==> src/rtl/median_seq.sv <==
// median_seq -- feeds a ring-shaped MED sorting column and returns the median
// of each P-pixel window.
//
// Pixels are gathered (gaps allowed) into a P-entry collect buffer. A full
// buffer is copied to a shadow buffer, which frees the collect buffer for the
// next window while the current one is processed. The shadow is then streamed
// into the MED column through these phases:
//   XFER : shift the P shadow pixels in.
//   SCAN : rotate P-1 times; the last stage keeps the running max.
//   DROP : shift a 0 in, pushing the max out. The ring stays P entries.
// After (P-1)/2 drops, one more SCAN leaves the median in the last stage.
//
// Optional feature: define MEDIAN_MAX_EN to add MAXO. MAXO is the window max,
// latched at the end of the first SCAN. It updates on the same edge as DO.
//
// Parameters: W pixel width, P window size (odd, >= 3)
// Ports:
//   CLK   in      clock, posedge
//   nRST  in      asynchronous active-low reset
//   DI    in  W   input pixel
//   DSI   in      DI valid, accepted only when RDY=1
//   RDY   out     collect buffer not full
//   DO    out W   median of the last window, held until the next result
//   DSO   out     one-cycle pulse marking a new DO
//   MAXO  out W   window max (MEDIAN_MAX_EN only)
module median_seq #(
  parameter int W = 8,
  parameter int P = 9
) (
  input  logic         CLK,
  input  logic         nRST,
  input  logic [W-1:0] DI,
  input  logic         DSI,
  output logic         RDY,
  output logic [W-1:0] DO,
`ifdef MEDIAN_MAX_EN
  output logic [W-1:0] MAXO,
`endif
  output logic         DSO
);

  if (P < 3 || (P % 2) == 0) begin : g_bad_p
    $error("median_seq: P must be odd and >= 3");
  end

  localparam int CW = $clog2(P + 1);
  localparam int PW = $clog2(P);
  localparam logic [CW-1:0] CNT_FULL = CW'(P);
  localparam logic [CW-1:0] XFER_END = CW'(P - 1);
  localparam logic [CW-1:0] SCAN_END = CW'(P - 2);
  localparam logic [PW-1:0] DROPS    = PW'((P - 1) / 2);

  typedef enum logic [2:0] {IDLE, XFER, SCAN, DROP, DONE} state_t;

  state_t              state, state_nxt;
  logic [CW-1:0]       cnt, cyc;
  logic [PW-1:0]       pass;
  logic [P-1:0][W-1:0] col_buf, shadow, ring;
  logic [W-1:0]        med_di, hi, lo;
  logic                med_dsi, med_byp, accept, load, scan_last;

  assign RDY       = (cnt != CNT_FULL);
  assign accept    = DSI & RDY;
  // A full buffer is handed to the shadow only when the column is free.
  assign load      = (cnt == CNT_FULL) && (state == IDLE || state == DONE);
  assign scan_last = (state == SCAN) && (cyc == SCAN_END);

  // ---------------- collect / shadow ----------------
  always_ff @(posedge CLK or negedge nRST) begin
    if (!nRST)       cnt <= '0;
    else if (load)   cnt <= '0;
    else if (accept) cnt <= cnt + CW'(1);
  end

  always_ff @(posedge CLK) begin
    if (accept) col_buf[cnt] <= DI;
    if (load)   shadow <= col_buf;
  end

  // ---------------- MED column ----------------
  // ring[P-1] is the last stage. In SCAN it keeps the larger of itself and
  // its neighbour; the smaller value wraps to ring[0], so the set of values
  // in the ring never changes.
  assign hi = (ring[P-1] >= ring[P-2]) ? ring[P-1] : ring[P-2];
  assign lo = (ring[P-1] >= ring[P-2]) ? ring[P-2] : ring[P-1];

  always_ff @(posedge CLK) begin
    if (med_dsi && med_byp)        ring <= {ring[P-2:0], med_di};
    else if (!med_dsi && !med_byp) ring <= {hi, ring[P-3:0], lo};
  end

  // ---------------- sequencer ----------------
  always_ff @(posedge CLK or negedge nRST) begin
    if (!nRST) begin
      state <= IDLE;
      cyc   <= '0;
      pass  <= '0;
    end else begin
      state <= state_nxt;
      // cyc restarts on every state change and only runs in timed states.
      if (state_nxt != state)                   cyc <= '0;
      else if (state == XFER || state == SCAN)  cyc <= cyc + CW'(1);
      // pass counts drops within one window, so it restarts per window.
      if (state_nxt == XFER && state != XFER)   pass <= '0;
      else if (scan_last && pass < DROPS)       pass <= pass + PW'(1);
    end
  end

  always_comb begin
    state_nxt = state;
    med_dsi   = 1'b0;
    med_byp   = 1'b0;
    med_di    = '0;
    case (state)
      IDLE: if (cnt == CNT_FULL) state_nxt = XFER;
      XFER: begin
        med_dsi = 1'b1;
        med_byp = 1'b1;
        med_di  = shadow[cyc];
        if (cyc == XFER_END) state_nxt = SCAN;
      end
      SCAN: if (scan_last) state_nxt = (pass < DROPS) ? DROP : DONE;
      DROP: begin
        med_dsi   = 1'b1;
        med_byp   = 1'b1;
        state_nxt = SCAN;
      end
      DONE:    state_nxt = (cnt == CNT_FULL) ? XFER : IDLE;
      default: state_nxt = IDLE;
    endcase
  end

  // ---------------- result ----------------
  always_ff @(posedge CLK or negedge nRST) begin
    if (!nRST) begin
      DO  <= '0;
      DSO <= 1'b0;
    end else begin
      DSO <= (state == DONE);
      if (state == DONE) DO <= ring[P-1];
    end
  end

`ifdef MEDIAN_MAX_EN
  logic [W-1:0] max_q;

  always_ff @(posedge CLK or negedge nRST) begin
    if (!nRST) begin
      max_q <= '0;
      MAXO  <= '0;
    end else begin
      if (scan_last && pass == '0) max_q <= hi;
      if (state == DONE)           MAXO  <= max_q;
    end
  end
`endif

endmodule

==> config.mk <==
export PLATFORM = sky130hd
export DESIGN_NAME = median_seq
export DESIGN_NICKNAME = d
export VERILOG_FILES = /design/src/rtl/median_seq.sv
export SDC_FILE = /design/constraint.sdc
export NUM_CORES = 1
export LEC_CHECK = 0
export CAP_MARGIN = 30
export CORE_UTILIZATION = 65
export CTS_CLUSTER_DIAMETER = 30
export DETAILED_ROUTE_END_ITERATION = 16
export PLACE_DENSITY = 0.81
export SETUP_SLACK_MARGIN = 0.02
export SLEW_MARGIN = 30
export SYNTH_ARGS = -nofsm -noshare
export SYNTH_HDL_FRONTEND = slang
export SYNTH_SLANG_ARGS = --single-unit
==> constraint.sdc <==
create_clock -name CLK -period 13.7 [get_ports CLK]
set_input_delay 1.37 -clock CLK [delete_from_list [all_inputs] [get_ports CLK]]
set_output_delay 1.37 -clock CLK [all_outputs]
set_load 0.05 [all_outputs]
After elaboration in Yosys (flattened, before gate mapping)

Index checks and enable logic that the tools add are counted.

Register bits after elaboration: 240
Input port bits: 11
Output and inout port bits: 10
Word-level logic and storage cells: 88

$add $sub $neg: 3
$lt $le $gt $ge: 5
Equality and inequality tests: 12
Multiplexer cells: 22
Bitwise operators: 1
Reductions and logical operators: 12

Operator list:

| cell                  | count |
|---|---|
| $bwmux W72            | 1 |
| $mux W72              | 1 |
| $mux W8               | 5 |
| $bmux W8 S4           | 1 |
| $demux W8 S4          | 1 |
| $mux W4               | 6 |
| $pmux W3 S5           | 1 |
| $add A4 B1 Y4 const B | 3 |
| $mux W3               | 4 |
| $lt A4 B5 Y1 const B  | 2 |
| $eq A4 B4 Y1 const B  | 2 |
| $ge A8 B8 Y1          | 1 |
| $eq A3 B1 Y1 const B  | 2 |
| $eq A3 B2 Y1 const B  | 2 |
| $reduce_bool A2 Y1    | 3 |
| $logic_and A1 B1 Y1   | 5 |
| $eq A4 B3 Y1 const B  | 1 |
| $ge A4 B1 Y1 const B  | 1 |
| $lt A4 B3 Y1 const B  | 1 |
| $ne A4 B4 Y1 const B  | 1 |
| $eq A3 B3 Y1 const B  | 1 |
| $logic_not A3 Y1      | 1 |
| $ne A3 B1 Y1 const B  | 1 |
| $ne A3 B3 Y1          | 1 |
| 5 further kinds       | 7 |

Longest topological paths before layout

Gate-level depths: netlist of the first run.

Depth in word-level cells: 7
Mapped depth: 8
Mapped depth without buffers: 7

Worst setup path before layout of the first run

OpenSTA, ideal clock, no wires.

Kind: register to register
From: reg cnt[1]
To: reg cnt[0]
Setup time: 126 ps
Arrival: 4,842 ps
Data required time: 13,574 ps
Slack: 8,732 ps
Cell stages (with the launch flop): 7
Buffers on the path: 0
Period minus slack after synthesis: 4,968 ps
Path through: dfrtp_1 > inv_1 > ha_1 > nand3b_1 > nor3_2 > nor2_1 > mux2_2

Word-level cells in the longest chain between the ends: 3
Elaborated cells on any way between the ends: 6
Those cells by class: eq/ne (2); mux (1); bitwise (1); reduce/logical (2)

RTL lines:

| what                         | line | text |
|---|---|---|
| from (decl)                  | 56   | `logic [CW-1:0] cnt, cyc;` |
| from (signal assigned)       | 72   | `else if (accept) cnt <= cnt + CW'(1);` |
| $ne A4 B4 Y1                 | 62   | `assign RDY = (cnt != CNT_FULL);` |
| via RDY                      | 34   | `output logic RDY,` |
| $and A1 B1 Y1                | 63   | `assign accept = DSI & RDY;` |
| $reduce_bool A2 Y1 (no line) | --   |  |

The timed path passes the listed nets, and every way through them passes these cells.
A chain may end at the register's enable or synchronous reset.

Final worst setup path of the first run

From: reg cnt[1]
To: out RDY

Word-level cells in the longest chain between the ends: 1

RTL lines:

| what         | line |
|---|---|
| $ne A4 B4 Y1 | 62 |
| to (decl)    | 34 |

Every way passes these cells.

==> impl_summary.md, run 1 <==
Run status
The run finished with clean final reports.

Layout
In the final layout, flip-flops and latches occupy 0.006446 mm2. The total area of multi-input combinational cells is 0.001543 mm2. The post-route core utilization is 79.78%.

The post-route netlist has 21.68% of its cells at a drive strength greater than 1. Relative to the synthesized area, the layout overhead comes to 19.02%. The count of filler cells inserted in the layout is 634.

The antenna diode count is 0. The count of nets after finishing is roughly 540.

Floorplanning
The width of the chip is 113.8 um. Once the floorplan was initialized, standard cells occupied 67.04% of the core. The height of the chip is 113.8 um. The number of rows in the core area is 40. The count of boundary I/O pins is 21.

The standard cell core area is 0.01211 mm2. The floorplan step defined a die boundary enclosing roughly 0.013 mm2.

Synth
After synthesis, flip-flops and latches occupy 79.40% of the total area. The synthesized instance count is 465. The count of flip-flops with a built-in enable after synthesis is 152. Counting flops with an async set or reset pin after synthesis yields a share of 10.00%.

For this run, the number of Yosys warnings is 0. The synthesized flop and latch total is 240. The average footprint of a synthesized cell is roughly 17 um2. The cell area that synthesis handed to floorplanning was just over 0.008 mm2. The number of nets in the synthesized netlist is 491. The synthesized netlist contains 51 unique library cells.

The dominant register cell in the synthesized netlist is edfxtp_1.

Global route
Global routing used a little under a quarter of the available tracks across all layers. The first global-routing pass estimated between 20000 and 25000 um of wire. The final global-route overflow total is 0.

The number of antenna violations at the first check in global routing came to 0. The number of global-route vias before repair was 4279. Entering global routing, the biggest net connects 64 pins.

Clocking
Post-CTS repair changed the size of 0 cells. The number of clock buffers added by TritonCTS is 35. The clock slew seen by the registers of the worst setup and hold paths is 60 ps. CTS saw 240 sinks. The clock tree from TritonCTS is yes. Once the clock tree was built, the setup fixing pass inserted 0 buffers. In this run the deepest clock path goes through 3 buffers.

The number of buffers inserted for hold repair after clock tree synthesis is 0. The H-tree depth is 2. The clock root buffer is clkbuf_16. For the worst-skew pair, the clock arrives at the later sink with an insertion delay of 510 ps.

Place
Routability-driven placement finished with a final weighted congestion of between 0.8 and 0.9. Detailed placement finished with a half-perimeter wire length of 8250 um. Input and output buffers added on the ports amount to 20.

Worst setup path
Grouping stages by cell kind, the critical path spends the most delay in buffers and inverters. For the worst setup path, the data arrival time is about 2300 ps. The worst setup path is captured at an output port. The signal on the critical path passes through inv_1 -> ha_1 -> nand3b_1 -> clkdlybuf4s50_1. The critical-path cell with the highest stage delay is clkdlybuf4s50_1.

By startpoint and endpoint, the worst setup path is classified as reg -> out. The source of the worst register-to-register timing path is cnt[1]. The worst setup path is launched from a register. The biggest cell delay along the critical path is around 850 ps. The required time of the worst setup path is approximately 12000 ps.

Together, buffers and inverters on the worst path number 2. The source of the critical timing path is cnt[1]. Of all nets on the critical path, the largest fanout is 5.

Hold path
The type of the worst min-delay path is reg -> reg. In this run the most critical hold path is launched from ring[38].

Detailed routing
The count of nets left with antenna violations once routing finished came out at 0. In the routed design, unresolved DRC markers number 0. The detailed router finished its first iteration with around 260 violations. Using the TritonRoute via totals, the vias-per-cell ratio works out to 5.643. In the final routed layout, each cell accounts on average for 19.71 um. The total via count after detailed routing is between 3000 and 4000. The first TritonRoute pass finished after 5 iterations. The routed wire length is 13860 um.

STA
The count of endpoints failing hold in the final timing report was 0. The maximum achievable frequency is between 200 and 300 MHz. The total setup violations reported at the end of the flow is 0.

The clock skew after layout is 11.92 ps. Setup repair after global routing left no endpoint under its margin. For the pin with the worst max-slew slack, the measured transition is between 700 and 800 ps. The period utilization is 26.84%. Subtracting the final worst setup slack from the clock period gives 3677 ps.

The total negative slack for setup checks is 0 ps. In this run the tightest slew margin relative to its limit is 49.25%. The number of max-slew violations in the final report is 0.

Power and ir drop
The analysis attributes to cell leakage a power of 3.532 nW. The power density over cell area is 243.4 mW/mm2. The largest vdd supply drop is between 0.15 and 0.2 mV.

Job
Max-cap violations in this run came to 0.
-- cells in the mapped netlist (all sizes together), types with 4 or more instances --
library cell / n / share of area [%]
nand4: 9 / 0.69
and2: 4 / 0.31
dfxtp: 64 / 16
ha: 15 / 2.3
buf: 13 / 1.0
o31ai: 8 / 0.74
mux2: 41 / 5.7
nor2: 14 / 0.68
inv: 15 / 0.69
dfrtp: 24 / 7.4
nand2b: 4 / 0.31
nand3: 9 / 0.55
edfxtp: 152 / 56
o211ai: 8 / 0.74
o22ai: 16 / 1.2
nand2: 23 / 1.1
xnor2: 6 / 0.65
-- path summary, 6_finish.rpt --
path                            end  slack (ps)  cells after the start
hold / removal             ring[46]         320                      0
min in group asynchronous       DSO        1250                      2
hold reg to reg            ring[46]         320                      0
setup reg to reg             cyc[2]       10850                      8
setup / recovery                RDY       10020                      4
max in group asynchronous    cyc[1]       12190                      2
-- flip-flops by register name, indices dropped and copies added, names as in the netlist --
| signal | flops |
|---|---|
| DO | 8 |
| DSO | 1 |
| cnt | 4 |
| col_buf | 72 |
| cyc | 4 |
| pass | 4 |
| ring | 72 |
| shadow | 72 |
| state | 3 |
-- where the power goes --
group,switching [mW],leakage (nW),internal [mW],total [mW]
registers,0.0879,2.24,0.954,1.04
clock network,0.330,0.582,0.551,0.881
logic,0.258,0.708,0.171,0.429
-- layout make-up --
class                           instances  area share (%)
Clock buffer                           37           9.362
Sequential cell                       240           66.71
Inverter                               15          0.5827
Multi-Input combinational cell        195           15.97
Tap cell                              168           2.175
Timing Repair Buffer                   23           2.305
Clock inverter                         25           2.900
-- layer usage --
layer	track usage, %	vias to the layer above	wire length, um
met5	0	-	0
met4	12.28	0	519
met3	6.642	36	802
met2	38.33	122	6813
met1	28.32	1960	5723
li1	-	1849	-
-- logic make-up after synthesis --
kind of cell	share of synthesized area, %
simple gates	5.656
fa+ha+maj	2.312
xor+xnor	0.7551
mux	5.810
buf+inv	1.803
flops	79.40
compound gates	4.269
-- cells in the final DEF, fill, tap and decap left out, types with 6 or more instances in the layout --
| cell type | count |
|---|---|
| o211ai_1 | 8 |
| ha_1 | 15 |
| mux2_2 | 41 |
| dfxtp_1 | 64 |
| xnor2_1 | 6 |
| dfrtp_1 | 24 |
| nand3_1 | 9 |
| clkbuf_16 | 36 |
| clkdlybuf4s50_1 | 20 |
| nand2_1 | 22 |
| edfxtp_1 | 152 |
| o31ai_1 | 8 |
| nand4_1 | 9 |
| inv_1 | 15 |
| inv_6 | 8 |
| o22ai_1 | 16 |
| nor2_1 | 13 |
-- through the flow --
step | power (mW) | setup slack [ps] | hold slack, ps | cells | cell area [um2]
floorplan | 1.358 | 8732 | 309.6 | 465 | 8119
global placement | 1.447 | 10420 | 310.4 | 641 | 8468
detailed placement | 1.473 | 10400 | 313.2 | 641 | 8473
CTS | 2.363 | 10030 | 324.8 | 703 | 9658
global route | 2.461 | 9929 | 324.5 | 703 | 9663
finish | 2.352 | 10020 | 322.4 | 703 | 9663
-- worst register-to-register path, delay by kind of cell, from the launching register on --
family,cells,cell delay [ps]
AND/OR/NAND/NOR,4,1030
buffers and inverters,2,840
flip-flops,1,430
AO/OA/AOI/OAI,1,220
adder cells (fa/ha/maj),1,210
Note: power is estimated with default switching activity, not from simulation.
==> run 2, diff against run 1 <==
CORE_UTILIZATION = 54   (was 65)
PLACE_DENSITY = 0.72   (was 0.81)
clock period = 3.16 ns   (was 13.7 ns; I/O delays follow)
==> impl_summary.md, run 2 (synthesized netlist as in run 1, its figures left out) <==
Run status
The flow ran to the end, and the final reports show no timing, DRC or antenna violations.

Layout
The share of layout cells above drive strength 1 is 21.94% (+0.26 points). The post-layout instance count excluding filler cells is 731 (+4.0%). The antenna diode count is 0 (unchanged). In the final layout, the registers with the most flip-flops are col_buf (72), ring (72), shadow (72).

The synthesis-to-layout area growth is 20.88%. The library cell used most frequently in the layout, excluding fill and tap cells, is edfxtp_1. In the layout the commonest cells are edfxtp_1, dfxtp_1, mux2_2. The count of nets after finishing was 544 (+1.5%).

STA
The headroom to the max-slew limit is 51.87% (+2.6 points). The total negative slack for setup checks is 0 ps (unchanged). Static timing analysis puts the maximum clock frequency at 383.2 MHz. Setup repair after global routing left no endpoint under its margin. The slew at the pin with the worst max-slew slack is 721.9 ps (-39.38 ps). The count of endpoints failing hold in the final timing report is 0 (unchanged). The clock skew after layout is 25.01 ps (+13.09 ps). The period utilization is a little over 80%.

The tightest hold margin is 183.7 ps (-138.7 ps). The number of max-slew violations in the final report is 0 (unchanged). The clock period minus final worst setup slack is 2610 ps.

The total setup violations reported at the end of the flow is 0 (unchanged).

Detailed routing
The DRC marker count from the first detailed-route iteration is 401 (+56%). The residual DRC count is 0 (unchanged). The routed wire length is 14030 um (+1.2%).

The total via count after detailed routing is 4030 (+1.6%). The routed wirelength normalized by instance count is 19.19 um (-2.7%). The number of nets still failing antenna checks after routing is 0 (unchanged).

The average vias per placed instance is 5.513 (-2.3%). The iteration count of the initial detailed-routing pass is 4 (-1).

Worst setup path
The depth of the most critical reg-to-reg path is 6 (-2). The maximum fanout encountered on the critical timing path is 5 (unchanged). The type of origin of the critical path is a register. The endpoint arrival time on the critical path is 2290 ps (-20 ps). The required time of the worst setup path is 2840 ps (-9490 ps). The path type of the worst setup path is reg -> out. The source of the worst register-to-register timing path is ring[64].

STA classifies the critical path endpoint as an output port. The endpoint of the worst-slack reg-to-reg timing path is ring[67]. The setup slack of the most critical reg-to-reg path is 650 ps (-10200 ps).

Clocking
The count of instances resized after the clock tree is built was 0 (unchanged). The H-tree depth is 2 (unchanged). The post-CTS repair timing setup buffer count is 0 (unchanged). The number of clock sinks is 240 (unchanged). The clock root buffer is clkbuf_16.

The number of buffers between clock root and the deepest sink is 3 (unchanged). The clock slew seen by the registers of the worst setup and hold paths came to 50 ps (about the same). The number of buffers inserted for hold repair after clock tree synthesis is 0 (unchanged). The clock latency at the later pin of the worst-skew pair is 520 ps (about the same). TritonCTS built the clock tree. The number of clock buffers inserted by TritonCTS is 40 (+14%).

Job
The total of max-cap violations is 0 (unchanged).

Floorplanning
The initial core utilization is 55.65% (-11 points). The number of rows in the core area was 44 (+10%). The count of boundary I/O pins came to 21 (unchanged).

The height of the chip was 124.6 um (+9.5%). The full die area came to 0.01553 mm2 (+20%). The width of the chip was 124.6 um (+9.5%). The standard cell core area is 0.01459 mm2 (+20%).

Global route
The final global-route overflow total is 0 (unchanged). The largest net degree at the start of global routing is 71 (+11%). The number of antenna violations at the first check in global routing is 0 (unchanged). The wire length of the first global-routing pass is 22290 um (+1.4%). The number of global-route vias before repair was 4259 (-0.47%). The global-route total usage across every layer is 18.83% (-4.5 points).

Place
The number of cells in the design after placement is 660 (+3.0%). The routability congestion estimate is 0.7955 (-5.9%). The total half-perimeter wirelength after legalization and detailed placement is 8025 um (-2.7%). The number of port buffers is 20 (unchanged).

Power and ir drop
The leakage power is 3.596 nW (+1.8%). The total power consumption of the routed design is 10.51 mW (+350%). The largest vdd supply drop is 0.7109 mV (+310%). The power density over cell area is 1071 mW/mm2 (+340%).

Hold path
In this run the worst hold path is classified as in -> async.
==> run 2: area by class of cell <==
class                           count  area, um2
Fill cell                         930       4775
Timing Repair Buffer               26      257.7
Multi-Input combinational cell    195       1533
Inverter                           15      56.30
Clock buffer                       46       1033
Clock inverter                     25      257.7
Sequential cell                   240       6446
Tap cell                          184      230.2
==> run 2: metal layers <==
metal / wire (um) / up-vias / GRT usage [%]
li1: - / 1873 / -
met1: 5873 / 2012 / 23.35
met2: 6991 / 116 / 31.00
met3: 756 / 29 / 4.296
met4: 405 / 0 / 9.639
met5: 0 / - / 0
==> run 2: through the flow <==
step                area, um2  util, %  setup WS, ps
finish                   9814    67.27         550.5
global route             9814    67.27         458.1
CTS                      9814    67.27         519.9
detailed placement       8523    58.42         771.5
global placement         8523    58.42         907.9
floorplan                8125        -        -594.7
==> run 2: worst max path at each step <==
stage | endpoint | cells after the start | slack, ps | from
after CTS | RDY | 4 | 520 | cnt[1]
final | RDY | 4 | 550 | cnt[1]
after detailed placement | ring[69] | 6 | 770 | ring[64]
after global routing | RDY | 4 | 460 | cnt[1]
after global placement | ring[69] | 6 | 910 | ring[64]
after floorplan | cnt[0] | 6 | -590 | cnt[1]
==> run 2: critical path, stage by stage (launching register included) <==
cell and delay (ps):
dfrtp_1 400, inv_1 90, ha_1 210, nand3b_1 230, clkdlybuf4s50_1 860
==> run 2: power by group <==
group | internal [mW] | total, mW | switching (mW)
Sequential | 4.14 | 4.48 | 0.343
Combinational | 0.745 | 1.92 | 1.18
Clock | 2.68 | 4.10 | 1.43
Total | 7.56 | 10.5 | 2.95
